File: src/rtl/rs485_apb_rx_controller.sv
// rs485_apb_rx_controller: 8N1 RS485 receiver, 16-bit packet FIFO, APB regs.
// Optional RX_TIMEOUT_EN: drops a lone low byte after TIMEOUT_BITS idle bits.
module rs485_apb_rx_controller #(
  parameter int CLKS_PER_BIT = 16,
  parameter int FIFO_DEPTH   = 16,
  parameter int TIMEOUT_BITS = 20
) (
  input  logic        PCLK,
  input  logic        PRESETN,
  input  logic        PSEL,
  input  logic        PENABLE,
  input  logic        PWRITE,
  input  logic [7:0]  PADDR,
  input  logic [15:0] PWDATA,
  output logic        PREADY,
  output logic [15:0] PRDATA,
  input  logic        Rx,
  output logic        Rx_Active,
  output logic        rx_irq
);

  localparam int AW = $clog2(FIFO_DEPTH);
  localparam int CW = AW + 1;
  localparam int BW = $clog2(CLKS_PER_BIT);

  localparam logic [BW-1:0] HALF = BW'(CLKS_PER_BIT / 2 - 1);
  localparam logic [BW-1:0] FULL = BW'(CLKS_PER_BIT - 1);

  localparam logic [1:0] S_IDLE  = 2'd0;
  localparam logic [1:0] S_START = 2'd1;
  localparam logic [1:0] S_DATA  = 2'd2;
  localparam logic [1:0] S_STOP  = 2'd3;

  logic          rx_s1;
  logic          rx;
  logic [1:0]    state;
  logic          armed;
  logic [BW-1:0] bit_cnt;
  logic [2:0]    bit_idx;
  logic [7:0]    shreg;
  logic [7:0]    low_byte;
  logic          have_low;
  logic          push_req;
  logic [15:0]   push_data;

  logic          enable;
  logic          frame_err;
  logic          overrun;
  logic          timeout_err;

  logic [15:0]   mem [FIFO_DEPTH];
  logic [AW-1:0] wr_ptr;
  logic [AW-1:0] rd_ptr;
  logic [CW-1:0] count;

  logic expire;
  logic frame_ev;
  logic tmo_ev;
  logic ovr_ev;

  logic access;
  logic rd;
  logic wr;
  logic sel_data;
  logic sel_count;
  logic sel_status;
  logic sel_ctrl;
  logic empty;
  logic full;
  logic pop;
  logic push_ok;
  logic flush;
  logic clr;

  logic unused_wdata;

  assign unused_wdata = ^PWDATA[15:3];

  assign expire   = (bit_cnt == '0);
  assign frame_ev = enable && state == S_STOP
                    && expire && !rx;

  assign access     = PSEL & PENABLE;
  assign rd         = access & ~PWRITE;
  assign wr         = access & PWRITE;
  assign sel_data   = (PADDR == 8'h00);
  assign sel_count  = (PADDR == 8'h04);
  assign sel_status = (PADDR == 8'h08);
  assign sel_ctrl   = (PADDR == 8'h0C);

  assign empty   = (count == '0);
  assign full    = (count == CW'(FIFO_DEPTH));
  assign pop     = rd & sel_data & ~empty;
  assign flush   = wr & sel_ctrl & PWDATA[2];
  assign clr     = wr & sel_ctrl & PWDATA[1];
  assign push_ok = push_req & (~full | pop);
  assign ovr_ev  = push_req & full & ~pop & ~flush;

  assign PREADY    = access;
  assign Rx_Active = (state != S_IDLE);
  assign rx_irq    = enable & (~empty | frame_err
                     | overrun | timeout_err);

  // Two-flop synchronizer on the line; idle high out of reset
  always_ff @(posedge PCLK or negedge PRESETN) begin
    if (!PRESETN) begin
      rx_s1 <= 1'b1;
      rx    <= 1'b1;
    end else begin
      rx_s1 <= Rx;
      rx    <= rx_s1;
    end
  end

`ifdef RX_TIMEOUT_EN
  localparam int TO_CYC = TIMEOUT_BITS * CLKS_PER_BIT;
  localparam int TW     = $clog2(TO_CYC + 1);

  logic [TW-1:0] idle_cnt;
  logic          idle_run;

  assign idle_run = enable && have_low
                    && state == S_IDLE;
  assign tmo_ev   = idle_run
                    && idle_cnt == TW'(TO_CYC - 1);

  // Idle time since the low byte of a packet was held
  always_ff @(posedge PCLK or negedge PRESETN) begin
    if (!PRESETN)
      idle_cnt <= '0;
    else if (idle_run && !tmo_ev)
      idle_cnt <= idle_cnt + 1'b1;
    else
      idle_cnt <= '0;
  end
`else
  logic unused_tmo;

  assign tmo_ev     = 1'b0;
  assign unused_tmo = (TIMEOUT_BITS > 0);
`endif

  // Frame FSM, bit sampling and byte pairing
  always_ff @(posedge PCLK or negedge PRESETN) begin
    if (!PRESETN) begin
      state     <= S_IDLE;
      armed     <= 1'b0;
      bit_cnt   <= '0;
      bit_idx   <= '0;
      shreg     <= '0;
      low_byte  <= '0;
      have_low  <= 1'b0;
      push_req  <= 1'b0;
      push_data <= '0;
    end else begin
      push_req <= 1'b0;
      if (!enable) begin
        state    <= S_IDLE;
        armed    <= 1'b0;
        have_low <= 1'b0;
      end else begin
        if (tmo_ev)
          have_low <= 1'b0;
        unique case (state)
          S_IDLE: begin
            if (rx) begin
              armed <= 1'b1;
            end else if (armed) begin
              state   <= S_START;
              bit_cnt <= HALF;
              armed   <= 1'b0;
            end
          end
          S_START: begin
            if (!expire) begin
              bit_cnt <= bit_cnt - 1'b1;
            end else if (!rx) begin
              state   <= S_DATA;
              bit_cnt <= FULL;
              bit_idx <= '0;
            end else begin
              state <= S_IDLE;
            end
          end
          S_DATA: begin
            if (!expire) begin
              bit_cnt <= bit_cnt - 1'b1;
            end else begin
              shreg   <= {rx, shreg[7:1]};
              bit_cnt <= FULL;
              if (bit_idx == 3'd7)
                state <= S_STOP;
              else
                bit_idx <= bit_idx + 1'b1;
            end
          end
          S_STOP: begin
            if (!expire) begin
              bit_cnt <= bit_cnt - 1'b1;
            end else begin
              state <= S_IDLE;
              if (!rx) begin
                have_low <= 1'b0;
              end else if (have_low) begin
                push_req  <= 1'b1;
                push_data <= {shreg, low_byte};
                have_low  <= 1'b0;
              end else begin
                low_byte <= shreg;
                have_low <= 1'b1;
              end
            end
          end
          default: state <= S_IDLE;
        endcase
      end
    end
  end

  // Packet FIFO; flush beats push, a pop makes room for a push
  always_ff @(posedge PCLK or negedge PRESETN) begin
    if (!PRESETN) begin
      wr_ptr <= '0;
      rd_ptr <= '0;
      count  <= '0;
      for (int i = 0; i < FIFO_DEPTH; i++)
        mem[i] <= '0;
    end else if (flush) begin
      wr_ptr <= '0;
      rd_ptr <= '0;
      count  <= '0;
    end else begin
      if (push_ok) begin
        mem[wr_ptr] <= push_data;
        wr_ptr      <= wr_ptr + 1'b1;
      end
      if (pop)
        rd_ptr <= rd_ptr + 1'b1;
      unique case ({push_ok, pop})
        2'b10:   count <= count + 1'b1;
        2'b01:   count <= count - 1'b1;
        default: count <= count;
      endcase
    end
  end

  // Control and sticky errors; a new event beats a clear
  always_ff @(posedge PCLK or negedge PRESETN) begin
    if (!PRESETN) begin
      enable      <= 1'b0;
      frame_err   <= 1'b0;
      overrun     <= 1'b0;
      timeout_err <= 1'b0;
    end else begin
      if (wr && sel_ctrl)
        enable <= PWDATA[0];
      frame_err   <= (frame_err & ~clr) | frame_ev;
      overrun     <= (overrun & ~clr) | ovr_ev;
      timeout_err <= (timeout_err & ~clr) | tmo_ev;
    end
  end

  // Zero-wait read mux, driven only in a read access phase
  always_comb begin
    PRDATA = '0;
    if (rd) begin
      unique case (1'b1)
        sel_data:
          PRDATA = empty ? 16'h0000 : mem[rd_ptr];
        sel_count:
          PRDATA = 16'(count);
        sel_status:
          PRDATA = {12'b0, timeout_err, overrun,
                    frame_err, empty};
        sel_ctrl:
          PRDATA = {15'b0, enable};
        default:
          PRDATA = '0;
      endcase
    end
  end

endmodule

File: config.mk
export PLATFORM = sky130hd
export DESIGN_NAME = rs485_apb_rx_controller
export DESIGN_NICKNAME = d
export VERILOG_FILES = /design/src/rtl/rs485_apb_rx_controller.sv
export SDC_FILE = /design/constraint.sdc
export NUM_CORES = 1
export LEC_CHECK = 0
export BUFFER_PORTS_ARGS = -buffer_cell sky130_fd_sc_hd__buf_2
export CORE_MARGIN = 3
export CORE_UTILIZATION = 55
export DETAILED_ROUTE_END_ITERATION = 7
export PLACE_DENSITY_LB_ADDON = 0.3
export SLEW_MARGIN = 20
export SYNTH_ARGS = -nofsm -noshare
export SYNTH_HDL_FRONTEND = slang
export SYNTH_SLANG_ARGS = --single-unit
File: constraint.sdc
create_clock -name PCLK -period 2.6 [get_ports PCLK]
set_input_delay 0 -clock PCLK [delete_from_list [all_inputs] [get_ports PCLK]]
set_output_delay 0 -clock PCLK [all_outputs]
set_load 0.03 [all_outputs]
==> out/results.ini, run 1 <==
[status]
status=finished, violations left
violations=setup timing

[power]
powerDensity_nw_per_um2=574
vdd.ir_drop.worst_uv=455
p_leak_nw=8.92

[worst_setup_path]
worstPathCellList=buf_8 -> buf_12 -> mux4_2 -> mux4_2 -> nor2b_4 -> buf_6
timing.rr.end=count[4]$_DFFE_PN0P_
arrival_ns=2.65
ff2ff_path_depth=9
rrSetupSlack_ns=-0.01
critPathMostFrequentCell=mux4_2
required_ns=2.60
critPathLaunch=rd_ptr[0]$_DFFE_PN0P_
cpPeakStageDelay_ns=0.55
reg2reg_from=count[2]$_DFFE_PN0P_
crit_end=PRDATA[11]
crit_path_max_fanout=8
cp_slowest_cell=mux4_2
end_kind=output port
critical_path_class=flop to output port
cp-start-kind=flop

[routing]
drt_iter0_markers=585
drcViolationCount=0
vias=8919
avgRoutedWirePerCell_um=23.8
vias_per_cell=5.96
wl_um=35500
drtAntennaViolNets=0
dr.pass1.iters=4

[min_path]
holdPathStages=5
hold_class=input pin to flop

[floorplanning]
rows=61
die_h_um=174
pin_count=49
initial_utilization_pct=56.0
die_w_um=174
fp.coreArea_um2=27900
die_area_um2=30400

[yosys]
ys_seq_area_share_pct=51.2
syn-mean-instance-area_um2=15.5
yosysTopAreaCell=dfrtp_1
syn-instance-count=1006
synth_flop_cell=dfrtp_1
synth_edf_count=0
synth_top_cells_by_area=dfrtp_1 (51%), mux2_4 (13%), mux2_2 (12%)
synth_top_area_share_pct=50.8
yosysWarnings=0
syn-num-nets=1051
synthDistinctLibCells=53
synth_area_um2=15600
async_flop_share_pct=100
ys_ff_latch=319

[finish]
syn_to_final_growth_pct=17.1
n_antenna_cell=0
stdcell_area_um2=18300
nets=1138
layout-drive-gt1-share_pct=52.4

[timing]
finalHoldViolations=0
finalSetupViolations=10
min_period_over_period_pct=102
relSlewSlack_pct=57.7
rsz0062_at_grt=yes
period_minus_slack_ns=2.65
max_freq_mhz=378
layout_setup_ws_ns=-0.0472
final-max-slew-violation-count=0
worst_pin_slew_ns=0.634
skew_ns=0.0101

[place]
portBuffers=35
hpwl_um=22500
dp_worst_setup_slack_ns=-0.0130
gp_congestion=0.834
place_area_um2=16600

[clock_tree]
cts_made_buffers=35
h-tree-depth=2
clockBufferDepth=3
cts_sinks=319
tritoncts=yes
clk_latency_ns=0.51
clkTransAtPathRegs_ns=0.06
clockRootBuffer=clkbuf_16

[grt]
grt_overflow=0
track_usage_pct=23.8
antenna_found_initial=0
grt_max_degree=76
grt_pass1_wl_um=56100
grt_pass1_vias=9546

[job]
cap_violations=0

[cells by family (layout without fill, tap and decap cells)]
| group | after synthesis | in the layout | share of synthesized area (%) |
|---|---|---|---|
| and+or+nand+nor | 123 | 123 | 4.60 |
| buffers and inverters | 99 | 211 | 4.45 |
| muxes | 371 | 371 | 35.3 |
| AOI/OAI and AO/OA | 75 | 75 | 3.11 |
| xor gates and xnor gates | 4 | 4 | 0.224 |
| DFF | 319 | 319 | 51.2 |
| adders and majority gates | 15 | 15 | 1.20 |
[metal layers]
layer / up-vias / share of wire [%] / GRT usage [%]
li1: 3923 / - / -
met1: 4765 / 44 / 34.1
met2: 186 / 50 / 39.1
met3: 45 / 4.0 / 3.63
met4: 0 / 1.6 / 4.86
met5: - / 0 / 0
[power breakdown]
group	internal (mW)	switching, mW
combinational	0.0772	0.152
sequential	4.97	0.00692
clock	3.30	1.99
[metrics by stage]
step	cells	hold WS [ns]	total power, mW	setup TNS [ns]	util (%)
floorplan	1006	-0.296	5.12	0	-
global placement	1412	0.0306	5.27	0	59.4
detailed placement	1412	0.0277	5.27	-0.0130	59.4
CTS	1491	0.0329	10.6	-0.480	65.0
global route	1496	0.0742	10.8	-0.995	65.6
finish	1496	0.0487	10.5	-0.184	65.6
[cell usage after synthesis (4+ instances only)]
| cell | count |
|---|---|
| buf_12 | 12 |
| o21ai_0 | 20 |
| mux4_2 | 75 |
| nand2b_1 | 6 |
| and2_1 | 4 |
| dfrtp_1 | 317 |
| a21oi_1 | 21 |
| nand3_1 | 14 |
| nor2_1 | 14 |
| or3_1 | 5 |
| mux2_4 | 130 |
| buf_2 | 6 |
| nand2_1 | 17 |
| inv_1 | 16 |
| a22oi_1 | 8 |
| ha_1 | 15 |
| clkbuf_1 | 43 |
| nor2b_1 | 15 |
| buf_6 | 16 |
| mux2_2 | 161 |
| nor3_1 | 12 |
| mux2i_1 | 5 |
| buf_1 | 6 |
| or4_1 | 19 |
[worst max-delay path: cells and delay by family (launching register included)]
family                 cells  cell delay [ns]
AND/OR/NAND/NOR            1             0.15
buffers and inverters      3             0.44
flip-flops                 1             0.49
multiplexers               2             1.04
[registers in the layout, summed over array words and instances (netlist names), 2 cells and up]
signal	flops
push_data	16
mem	256
bit_cnt	4
wr_ptr	4
rd_ptr	4
low_byte	8
state	2
shreg	8
count	5
bit_idx	3
[worst min-delay path by stage]
stage	slack, ns	to	startpoint
floorplan	-0.30	armed$_DFFE_PN0P_	PRESETN
global placement	0.03	count[3]$_DFFE_PN0P_	PRESETN
detailed placement	0.03	count[2]$_DFFE_PN0P_	PRESETN
CTS	0.03	rd_ptr[1]$_DFFE_PN0P_	PWRITE
global route	0.07	rd_ptr[1]$_DFFE_PN0P_	PWRITE
finish	0.05	rd_ptr[1]$_DFFE_PN0P_	PWRITE
[placed cells by master (no fill, tap or decap), types with 4 or more instances in the layout]
cell type	netlist	routed
dfrtp_1	317	311
mux2_2	161	161
mux2_4	130	130
mux4_2	75	75
buf_4	0	65
clkbuf_16	0	37
buf_12	12	31
buf_2	6	21
a21oi_1	21	19
o21ai_0	20	18
nand2_1	17	17
or4_1	19	17
inv_1	16	16
nor2_1	14	14
nand3_1	14	14
ha_1	15	14
nor2b_1	15	12
nor3_1	12	11
clkbuf_8	0	9
nand2b_1	6	6
clkbuf_1	43	6
or3_1	5	5
mux2i_1	5	5
bufinv_16	0	5
dlygate4sd3_1	0	5
buf_6	16	5
or4_4	2	4
a22oi_2	0	4
and2_1	4	4
a22oi_1	8	4
clkinv_2	0	4
dfrtp_2	0	4
[final cells by class]
cell class	count	area, um^2
Inverter	16	60.1
Fill cell	1899	9590
Clock inverter	11	195
Clock buffer	51	1050
Sequential cell	319	8000
Timing Repair Buffer	133	1450
Tap cell	378	473
Multi-Input combinational cell	588	7050
[what timing repair did]
action                                 CTS  global route
hold buffers                             5             0
cloned                                   2             1
gates resized for setup                 26            31
setup endpoints to repair               16            26
buffers inserted                        10             5
endpoints found under the hold margin  218             0
pin swaps                                3            13
Power figures use the tool's default switching activity.
==> run 2, diff against run 1 <==
- clock period: 2.6 -> 3.3 ns (I/O delays scaled with it)
==> out/results.ini, run 2 (synthesized netlist as in run 1, its figures left out) <==
[clock_tree]
tritoncts=yes
clkTransAtPathRegs_ns=0.06
clk_latency_ns=0.51
h-tree-depth=2
cts_made_buffers=34
clockBufferDepth=3
cts_resized=0
clockRootBuffer=clkbuf_16
cts_sinks=319
postCtsSetupRepairBufs=0

[worst_setup_path]
crit_path_max_fanout=7
ff2ff_path_depth=9
timing.rr.end=count[4]$_DFFE_PN0P_
arrival_ns=3.30
cpPeakStageDelay_ns=0.66
path_delay_family=simple AND/OR/NAND/NOR gates
rrSetupSlack_ns=0.37
reg2reg_from=count[3]$_DFFE_PN0P_
cp_slowest_cell=or4_1
critPathMostFrequentCell=or4_1
worstPathCellList=or4_1 -> o21ai_0 -> nor3_1 -> xnor2_1 -> ha_1 -> or4_1 -> nor4_1 -> or3_1 -> a21oi_1
cp-start-kind=flop
critical_path_class=flop to flop
required_ns=3.67
path_buf_inv=0
end_kind=flop

[timing]
min_period_over_period_pct=88.7
relSlewSlack_pct=37.5
worst_pin_slew_ns=0.934
timing.hold.ws_ns=0.0357
fin_setup_tns_ns=0
period_minus_slack_ns=2.93
layout_setup_ws_ns=0.373
finalSetupViolations=0
finalHoldViolations=0
skew_ns=0.0184
rsz0062_at_grt=no
max_freq_mhz=342
final-max-slew-violation-count=0

[finish]
utilization_pct=62.0
final_cells=1438
final_cell_mix=dfrtp_1 (314), mux2_2 (161), mux2_4 (130)
multiInputGateArea_um2=6930
final_common_cell=dfrtp_1
reg_top3=mem x256, push_data x16
regMostFlops=mem
layout-drive-gt1-share_pct=47.6
n_antenna_cell=0
stdcell_area_um2=17300
largest_reg_flops=256
nets=1081
n_fill_cell=2019
seqCellArea_um2=7990
syn_to_final_growth_pct=10.7

[grt]
grt_pass1_wl_um=52900
grt_use_met3_pct=3.56
use_met1_pct=32.3
grtUsageMet2_pct=35.4
grt_max_degree=112
grt_overflow=0
track_usage_pct=22.3
grt-busiest-layer=met2
antenna_found_initial=0
grt_pass1_vias=9072

[min_path]
holdPathStages=5
hold_start=PWRITE
worstHoldEndpoint=rd_ptr[1]$_DFFE_PN0P_
hold_class=input pin to flop

[routing]
vias_per_cell=5.96
drt_iter0_markers=571
drcViolationCount=0
vias=8576
dr.pass1.iters=5
wl_um=33000
avgRoutedWirePerCell_um=23.0
drtAntennaViolNets=0

[floorplanning]
die_h_um=174
initial_utilization_pct=56.0
rows=61
die_w_um=174
die_area_um2=30400
fp.coreArea_um2=27900
pin_count=49

[job]
cap_violations=0

[power]
powerDensity_nw_per_um2=447
p_int_mw=6.08
p_total_mw=7.72
p_leak_nw=8.50
swShare_pct=21.3
power_switching_mw=1.64
clockPowerShare_pct=47.3
vdd.ir_drop.worst_uv=325
combPwrFrac_pct=1.9
seqPwrFrac_pct=50.8

[place]
place_area_um2=16200
portBuffers=35
dp_worst_setup_slack_ns=0.270
hpwl_um=19300
gp_congestion=0.788
dpl.cell_count=1373

[status]
status=completed

[run 2: changes by cell type in the layout (fill, tap and decap cells not counted), sizes merged]
cell      previous run  this run
buf                126        72
bufbuf               1         0
bufinv               5         1
clkbuf              52        47
clkinv               5         8
clkinvlp             0         2
inv                 17        18
[run 2: cell type report]
class	count	area share [%]
clock buffer	47	5.56
multi-input combinational	588	40.1
clock inverter	13	0.594
timing repair buffer	77	4.42
sequential	319	46.2
tap	378	2.74
inverter	16	0.348
[run 2: what timing repair did]
| action | in CTS | in global routing |
|---|---|---|
| endpoints found under the hold margin | 112 | 0 |
| hold buffers | 5 | 0 |
| setup endpoints to repair | 0 | 0 |
[run 2: power groups by stage]
stage          combinational, mW  clock (mW)  sequential, mW
3_3_place_gp               0.148           0            4.00
2_1_floorplan             0.0402           0            3.99
5_1_grt                    0.169        3.89            3.92
3_5_place_dp               0.150           0            4.00
6_report                   0.148        3.65            3.92
4_1_cts                    0.155        3.72            3.92
[run 2: tightest hold or removal path: stages]
cell and delay, ns:
buf_2 0.13, nor4_4 0.06, buf_4 0.17, nand3_1 0.08, a21oi_1 0.06
[run 2: worst max-delay path by stage]
| stage | startpoint | endpoint | slack [ns] | cells past startpoint |
|---|---|---|---|---|
| global placement | PADDR[0] | count[4]$_DFFE_PN0P_ | 0.40 | 10 |
| global route | count[2]$_DFFE_PN0P_ | count[4]$_DFFE_PN0P_ | 0.17 | 9 |
| floorplan | count[2]$_DFFE_PN0P_ | count[4]$_DFFE_PN0P_ | 0.49 | 10 |
| detailed placement | PADDR[1] | count[4]$_DFFE_PN0P_ | 0.27 | 10 |
| finish | count[3]$_DFFE_PN0P_ | count[4]$_DFFE_PN0P_ | 0.37 | 9 |
| CTS | rd_ptr[0]$_DFFE_PN0P_ | PRDATA[13] | 0.39 | 5 |
[run 2: layer usage]
metal | part of all wire [%] | wire length [um]
met5 | 0 | 0
met4 | 2.4 | 786
met3 | 4.5 | 1470
met2 | 48 | 15800
met1 | 45 | 15000
==> run 3, diff against run 2 <==
- ABC_AREA: not set -> 1
==> out/results.ini, run 3 <==
[status]
status=completed

[timing]
finalHoldViolations=0
min_period_over_period_pct=94.0
rsz0062_at_grt=no
period_minus_slack_ns=3.10
finalSetupViolations=0
skew_ns=0.0301
final-max-slew-violation-count=0
worst_pin_slew_ns=0.986
fin_setup_tns_ns=0
relSlewSlack_pct=34.1
max_freq_mhz=322

[routing]
vias_per_cell=5.90
avgRoutedWirePerCell_um=18.0
drtAntennaViolNets=0
drcViolationCount=0
vias=12200
dr.pass1.iters=6
drt_iter0_markers=1179
wl_um=37000

[clock_tree]
cts_made_buffers=35
h-tree-depth=2
clockBufferDepth=3
clk_latency_ns=0.52
cts_sinks=319
clockRootBuffer=clkbuf_16
cts_resized=0
tritoncts=yes
clkTransAtPathRegs_ns=0.06

[yosys]
yosysTopAreaCell=dfrtp_1
syn-instance-count=1724
syn-mean-instance-area_um2=8.56
synth_area_um2=14800
synth_top_cells_by_area=dfrtp_1 (54%), o21ai_0 (11%), nand2_1 (10%)
synth_edf_count=0
synth_flop_cell=dfrtp_1
yosysWarnings=0
synthDistinctLibCells=43
syn-num-nets=1769
synth_most_common_cell=nand2_1
synthTopCellsByCount=nand2_1 (409), dfrtp_1 (317), o21ai_0 (316)
ys_seq_area_share_pct=54.1
synth_top_area_share_pct=53.7
async_flop_share_pct=100
ys_ff_latch=319

[power]
vdd.ir_drop.worst_uv=382
combPwrFrac_pct=2.9
p_leak_nw=7.26
seqPwrFrac_pct=49.6
swShare_pct=21.4
p_total_mw=7.91
power_switching_mw=1.69
powerDensity_nw_per_um2=488
clockPowerShare_pct=47.5
p_int_mw=6.22

[worst_setup_path]
end_kind=output port
cp-start-kind=flop
critical_path_class=flop to output port
cp_slowest_cell=dfrtp_4
critPathMostFrequentCell=nor2_1
path_buf_inv=3
path_delay_family=buffers and inverters
required_ns=3.30
arrival_ns=3.10
crit_path_max_fanout=31
cpPeakStageDelay_ns=0.66
worstPathCellList=clkinv_2 -> buf_4 -> nor2_1 -> o221ai_1 -> nand3_1 -> o21ai_0 -> a21oi_1 -> nor2_1 -> buf_2

[floorplanning]
die_w_um=170
pin_count=49
die_h_um=170
rows=59
die_area_um2=28800
initial_utilization_pct=56.3
fp.coreArea_um2=26200

[finish]
n_fill_cell=2203
seqCellArea_um2=7990
n_antenna_cell=0
final_cell_mix=nand2_1 (409), o21ai_0 (316), dfrtp_1 (315)
largest_reg_flops=256
syn_to_final_growth_pct=9.82
multiInputGateArea_um2=5860
layout-drive-gt1-share_pct=8.46
utilization_pct=61.8
reg_top3=mem x256, push_data x16
regMostFlops=mem
nets=1749
final_cells=2060
stdcell_area_um2=16200
final_common_cell=nand2_1

[place]
portBuffers=35
place_area_um2=15000
hpwl_um=22000
dpl.cell_count=1994
gp_congestion=0.883

[grt]
antenna_found_initial=0
grt_max_degree=104
grt_pass1_vias=11500
track_usage_pct=26.0
grt_pass1_wl_um=60500
grt_overflow=0

[min_path]
hold_class=input pin to flop

[job]
cap_violations=0

## run 3: changes by cell type after synthesis, moves of 48 or more
cell	change
nand2_1	+392
mux4_2	-75
o21ai_1	+127
o21ai_0	+296
mux2_4	-130
o22ai_1	+51
inv_1	+60
mux2_2	-160
nor2_1	+138
clkbuf_1	+48
## run 3: final timing paths
kind / start / end / slack [ns] / cells past startpoint
worst min register to register: rx_s1$_DFF_PN1_ / rx$_DFF_PN1_ / 0.36 / 0
min in group asynchronous: PRESETN / mem[236]$_DFFE_PN0P_ / 0.08 / 2
worst max register to register: count[0]$_DFFE_PN0P_ / mem[185]$_DFFE_PN0P_ / 0.36 / 8
max in group asynchronous: PRESETN / rd_ptr[1]$_DFFE_PN0P_ / 2.24 / 3
worst max-delay path: rd_ptr[0]$_DFFE_PN0P_ / PRDATA[2] / 0.20 / 9
worst min-delay path: PADDR[0] / rd_ptr[0]$_DFFE_PN0P_ / 0.04 / 7
## run 3: layout make-up
type                            instances  area share (%)
Tap cell                              335            2.59
Clock inverter                          7           0.486
Multi-Input combinational cell       1199            36.1
Timing Repair Buffer                   69            3.30
Sequential cell                       319            49.3
Inverter                               80            1.86
Clock buffer                           51            6.34
## run 3: repair_timing
action                    4_1_cts  5_1_grt
hold endpoints to repair      107        0
buffers inserted                0        0
hold buffers                    8        0
## run 3: worst register-to-register path, cell delays in order (launching register included)
cell,delay [ns]
dfrtp_1,0.44
nor2_1,0.11
nand3_2,0.16
nand3_4,0.14
nand2_2,0.11
nand2_2,0.12
nor2_8,0.39
nand4_2,0.86
o21ai_0,0.50
## run 3: power by group through the flow
stage / logic [mW] / clock network (mW) / registers (mW)
final: 0.227 / 3.76 / 3.93
after global routing: 0.258 / 3.96 / 3.92
after CTS: 0.231 / 3.81 / 3.93
after detailed placement: 0.224 / 0 / 4.00
after global placement: 0.221 / 0 / 4.00
after floorplan: 0.0972 / 0 / 3.99
## run 3: through the flow
stage	setup WS, ns	hold WS, ns
2_1_floorplan	1.28	-0.296
3_3_place_gp	0.591	0.106
3_5_place_dp	0.428	0.109
4_1_cts	0.250	0.0199
5_1_grt	0.0847	0.0763
6_report	0.197	0.0371
## run 3: cells by family (layout without fill, tap and decap cells)
logic type                 after synthesis  after routing  share of synthesized area, %
DFF                                    319            319                          54.1
muxes                                    1              1                        0.0763
buffers and inverters                  206            207                          6.28
and+or+nand+nor                        636            636                          18.6
xor gates and xnor gates                 3              3                         0.178
AOI/OAI and AO/OA                      544            544                          19.5
adders and majority gates               15             15                          1.27
## run 3: per-layer routing
layer | wire, um | share of wire, % | vias to the layer above | global-route usage [%]
met3 | 2720 | 7.4 | 69 | 3.23
met2 | 17600 | 48 | 443 | 43.1
li1 | - | - | 5753 | -
met5 | 0 | 0 | - | 0
met1 | 15900 | 43 | 5886 | 36.6
met4 | 823 | 2.2 | 0 | 7.01
